==> src/rtl/readout_buffer.sv <==
`default_nettype none
// ============================================================================
// Module   : readout_buffer
// Purpose  : Captures paired column ADC samples on convert strobe rising edges,
//            tags them by row, queues them in a small FIFO and tracks frames.
//            Optional frame counter enabled by macro READOUT_FRAME_CNT_EN.
// Revision : 1.0 - initial release
// ============================================================================
module readout_buffer #(
    parameter int DW    = 8,
    parameter int DEPTH = 4
) (
    input  logic            clk,
    input  logic            reset,
    input  logic            NRE_1,
    input  logic            NRE_2,
    input  logic            ADC,
    input  logic [DW-1:0]   col1_data,
    input  logic [DW-1:0]   col2_data,
    output logic [2*DW-1:0] pix_data,
    output logic            pix_row,
    output logic            pix_valid,
    input  logic            pix_ready,
    output logic            frame_done,
    output logic            overflow,
    output logic            seq_err,
    output logic [7:0]      frame_cnt
);

    localparam int             c_AW   = (DEPTH > 1) ? $clog2(DEPTH) : 1;
    localparam logic [c_AW:0]  c_FULL = (c_AW + 1)'(DEPTH);
    localparam logic [0:0]     c_IDLE = 1'b0;
    localparam logic [0:0]     c_ROW1 = 1'b1;

    logic [2*DW:0]   r_mem [DEPTH];
    logic [c_AW-1:0] r_wr_ptr;
    logic [c_AW-1:0] r_rd_ptr;
    logic [c_AW:0]   r_count;
    logic            r_adc_q;
    logic            r_adc_hold;
    logic [0:0]      r_state;
    logic            r_frame_done;
    logic            r_overflow;
    logic            r_seq_err;

    logic w_capture, w_row1, w_row2, w_both, w_push, w_pop, w_full, w_wr;

    // r_adc_hold blocks a strobe that was already high when reset released
    assign w_capture = ADC & ~r_adc_q & ~r_adc_hold;
    assign w_row1    = w_capture & ~NRE_1 &  NRE_2;
    assign w_row2    = w_capture &  NRE_1 & ~NRE_2;
    assign w_both    = w_capture & ~NRE_1 & ~NRE_2;
    assign w_push    = w_row1 | w_row2;
    assign w_pop     = pix_valid & pix_ready;
    assign w_full    = (r_count == c_FULL);
    assign w_wr      = w_push & (~w_full | w_pop);

    assign pix_valid  = (r_count != '0);
    assign pix_data   = r_mem[r_rd_ptr][2*DW-1:0];
    assign pix_row    = r_mem[r_rd_ptr][2*DW];
    assign frame_done = r_frame_done;
    assign overflow   = r_overflow;
    assign seq_err    = r_seq_err;

    always_ff @(posedge clk) begin
        if (w_wr) begin
            r_mem[r_wr_ptr] <= {w_row2, col2_data, col1_data};
        end
    end

    always_ff @(posedge clk) begin
        if (reset) begin
            r_wr_ptr   <= '0;
            r_rd_ptr   <= '0;
            r_count    <= '0;
            r_adc_q    <= 1'b0;
            r_adc_hold <= ADC;
            r_overflow <= 1'b0;
        end else begin
            r_adc_q <= ADC;
            if (!ADC) begin
                r_adc_hold <= 1'b0;
            end
            if (w_wr) begin
                r_wr_ptr <= r_wr_ptr + 1'b1;
            end
            if (w_pop) begin
                r_rd_ptr <= r_rd_ptr + 1'b1;
            end
            case ({w_wr, w_pop})
                2'b10:   r_count <= r_count + 1'b1;
                2'b01:   r_count <= r_count - 1'b1;
                default: r_count <= r_count;
            endcase
            if (w_push && w_full && !w_pop) begin
                r_overflow <= 1'b1;
            end
        end
    end

    // Frame tracking counts captures whether or not the FIFO accepted them
    always_ff @(posedge clk) begin
        if (reset) begin
            r_state      <= c_IDLE;
            r_frame_done <= 1'b0;
            r_seq_err    <= 1'b0;
        end else begin
            r_frame_done <= 1'b0;
            if (w_both) begin
                r_seq_err <= 1'b1;
            end
            case (r_state)
                c_IDLE: begin
                    if (w_row1) begin
                        r_state <= c_ROW1;
                    end else if (w_row2) begin
                        r_seq_err <= 1'b1;
                    end
                end
                default: begin
                    if (w_row2) begin
                        r_state      <= c_IDLE;
                        r_frame_done <= 1'b1;
                    end else if (w_row1) begin
                        r_seq_err <= 1'b1;
                    end
                end
            endcase
        end
    end

`ifdef READOUT_FRAME_CNT_EN
    logic [7:0] r_frame_cnt;

    always_ff @(posedge clk) begin
        if (reset) begin
            r_frame_cnt <= 8'd0;
        end else if (w_row2 && (r_state == c_ROW1)) begin
            r_frame_cnt <= r_frame_cnt + 8'd1;
        end
    end

    assign frame_cnt = r_frame_cnt;
`else
    assign frame_cnt = 8'd0;
`endif

endmodule
`default_nettype wire

==> config.mk <==
export PLATFORM = sky130hd
export DESIGN_NAME = readout_buffer
export DESIGN_NICKNAME = d
export VERILOG_FILES = /design/src/rtl/readout_buffer.sv
export SDC_FILE = /design/constraint.sdc
export NUM_CORES = 1
export LEC_CHECK = 0
export ABC_AREA = 1
export CAP_MARGIN = 20
export CORE_MARGIN = 4
export CORE_UTILIZATION = 40
export DETAILED_ROUTE_END_ITERATION = 10
export GPL_ROUTABILITY_DRIVEN = 1
export RECOVER_POWER = 25
export SETUP_SLACK_MARGIN = 0.3
export SYNTH_ARGS = -nofsm -noshare
export SYNTH_HDL_FRONTEND = slang
export SYNTH_SLANG_ARGS = --single-unit
==> constraint.sdc <==
create_clock -name clk -period 4.5 [get_ports clk]
set_input_delay 0.9 -clock clk [delete_from_list [all_inputs] [get_ports clk]]
set_output_delay 0.9 -clock clk [all_outputs]
set_load 0.01 [all_outputs]
==> metrics.md <==
| Metric | Value |
|---|---|
| Clk Latency, worst-skew pair | `0.35 ns` |
| Min-delay worst type | `reg2reg` |
| Min-delay src | `overflow` |
| Fmax | `309 MHz` |
| Worst clock skew | `0.0151 ns` |
| Final hold vios | `0` |
| Post-CTS setup buffer count | `0` |
| Peak VDD IR | `0.000192 V` |
| Critical path buffer and inverter count | `3` |
| Post-Syn Area per Cell | `12.6 µm²` |
| Die height | `100 µm` |
| Max_cap viols | `0` |
| Final TNS setup | `0 ns` |
| Global-route wire length before repair | `9.74 mm` |
| Register bit total from synthesis | `83` |
| CTS root buf | `clkbuf_8` |
| Mapped Cells | `268` |
| Resized Gates After CTS | `0` |
| PwrDens | `414 nW/µm²` |
| Worst reg2reg path startpoint | `r_adc_q` |
| Fin. max-slew vios | `0` |
| Most common cell after layout, fill and taps aside | `edfxtp_1` |
| RSZ-0062 raised after global routing | `no` |
| Sink Count | `83` |
| Worst endpoint required time | `3.60 ns` |
| Number of antenna diodes | `0` |
| Asr flop ratio synth | `0%` |
| Initial DRC count | `81` |
| Layout overhead on the synthesized area | `19.5%` |
| Static Leak | `1.41 nW` |
| DIE WIDTH | `100 µm` |
| Top_reg_cell synth | `edfxtp_1` |
| Post-Place Cell Area | `3850 µm²` |
| Sequential-to-total area share from yosys stat | `69.6%` |
| Via Count | `2008` |
| Tcrit/Tclk final | `71.8%` |
| Slew @ Worst Pin | `0.978 ns` |
| Data arrival time of the worst path | `2.33 ns` |
| Clock-pin transition on the worst setup and hold timing paths | `0.08 ns` |
| IO Count | `51` |
| Num CTS Buffers | `9` |
| CP max stage delay | `0.59 ns` |
| Crit path max-delay family | `buffers and inverters` |
| Post-route minimum period | `3.23 ns` |
| Final instance area | `4040 µm²` |
| Slew HR | `34.7%` |
| Maximum fanout along the worst path | `35` |
| Most frequent cells in the layout | `edfxtp_1, nor2_1, clkdlybuf4s50_1` |
| WL final | `6.07 mm` |
| WL/cell | `14.4 µm` |
| Number of synthesized flops with an enable pin | `69` |
| Setup violations, final | `0` |
| DRT Pass-1 Iters | `4` |
| Final nets | `339` |
| Starting density of the core | `41.2%` |
| Library cells used by synthesis | `30` |
| # rows | `33` |
| Post-Synthesis Cell Area | `3380 µm²` |
| Detail Route Antenna Nets | `0` |
| Vias in the first global route | `1975` |
| CP Class | `reg2out` |
| Outcome | `complete, no violations` |
| H-tree depth | `3` |
| Drc violations | `0` |
| Post-DP HPWL | `3.86 mm` |
| Grt ovf | `0` |
| GR Util All Layers | `12.9%` |
| RD Place Congestion | `0.794` |
| Setup crit end kind | `output pin` |
| Largest net degree at the start of global routing | `36` |
| Initial antenna violation count | `0` |
| Die area | `9990 µm²` |
| CTS max path bufs | `2` |
| Drt via density | `4.77` |
| CTS tree | `done` |
| Count of input and output buffers | `42` |
| Cts hold-fix bufs | `0` |
| Worst setup SP type | `flip-flop` |
| Cell-by-cell trace of the critical path | `buf_4, inv_2, nor2_1, o22ai_1, clkdlybuf4s50_1` |
| Yosys warning count | `0` |
| Critical path's slowest cell | `clkdlybuf4s50_1` |
| CORE AREA | `8220 µm²` |
| Fraction of layout cells with a size suffix above 1 | `12.3%` |
-- through the flow --
stage / utilization (%) / std cells / total power [mW] / setup slack (ns) / hold WS, ns
after global placement: 46.9 / 405 / 1.18 / 1.47 / 0.470
final: 49.2 / 421 / 1.68 / 1.27 / 0.484
after CTS: 49.2 / 421 / 1.70 / 1.19 / 0.481
after floorplan: - / 275 / 1.06 / 2.11 / 0.437
after global routing: 49.2 / 421 / 1.76 / 1.08 / 0.503
after detailed placement: 46.9 / 405 / 1.18 / 1.40 / 0.461
-- tightest hold or removal path: cells and delay by family, from the launching register on --
| family | cells | cell delay [ns] |
|---|---|---|
| simple gates | 1 | 0.07 |
| flops | 1 | 0.33 |
| compound gates | 1 | 0.04 |
-- kinds of logic (layout without fill, tap and decap cells) --
kind of cell,Yosys count,count (layout),synth area share [%]
AOI/OAI and AO/OA,67,67,11.0
adders and majority gates,6,6,2.44
buffers and inverters,44,85,6.36
DFF,83,83,69.6
other,1,8,0.111
and+or+nand+nor,67,67,10.6
-- worst paths after layout --
path,endpoint,slack [ns],cells after the start
min reg2reg,overflow,0.48,2
max reg2reg,r_mem[0][9],2.55,5
min,overflow,0.48,2
max,pix_data[4],1.27,5
-- routing by layer --
metal	GRT usage (%)	up-vias	wire length (µm)	part of all wire [%]
met5	0	-	0	0
met4	3.78	0	34	0.56
met3	4.10	4	308	5.1
met2	21.3	48	3050	50
met1	16.1	936	2680	44
li1	-	1020	-	-
-- layout make-up --
type	instances	area, µm²
clock inverters	6	65.1
flip-flops and latches	83	2350
repair buffers	43	428
inverters	26	97.6
multi-input cells	148	841
clock buffers	10	128
well taps	105	131
fillers	750	4170
-- power by group --
| part | internal, mW | total (mW) | switching [mW] | leakage, nW |
|---|---|---|---|---|
| Sequential | 0.854 | 0.869 | 0.0149 | 0.743 |
| Clock | 0.258 | 0.516 | 0.259 | 0.0966 |
| Combinational | 0.129 | 0.290 | 0.161 | 0.570 |
-- synthesized netlist by cell type, drive strengths merged, types with 2 or more instances --
cell    number  share of area (%)
nand3        4                1.1
dfxtp       14                8.3
nor2        49                6.5
o21ai       39                5.8
clkinv       2               0.22
o22ai       17                3.1
nand2       10                1.6
edfxtp      69                 61
nand4        2               0.81
ha           5                1.8
buf         18                3.5
inv         24                2.7
a21oi       10                1.8
-- registers in the layout, indices dropped and copies added, names as in the netlist, named ones only --
| signal | count |
|---|---|
| frame_done | 1 |
| r_adc_hold | 1 |
| r_wr_ptr | 2 |
| r_rd_ptr | 2 |
| seq_err | 1 |
| overflow | 1 |
| r_adc_q | 1 |
| r_state | 1 |
| r_mem | 68 |
| r_count | 3 |
No activity file was read; power rests on OpenSTA's default activity.
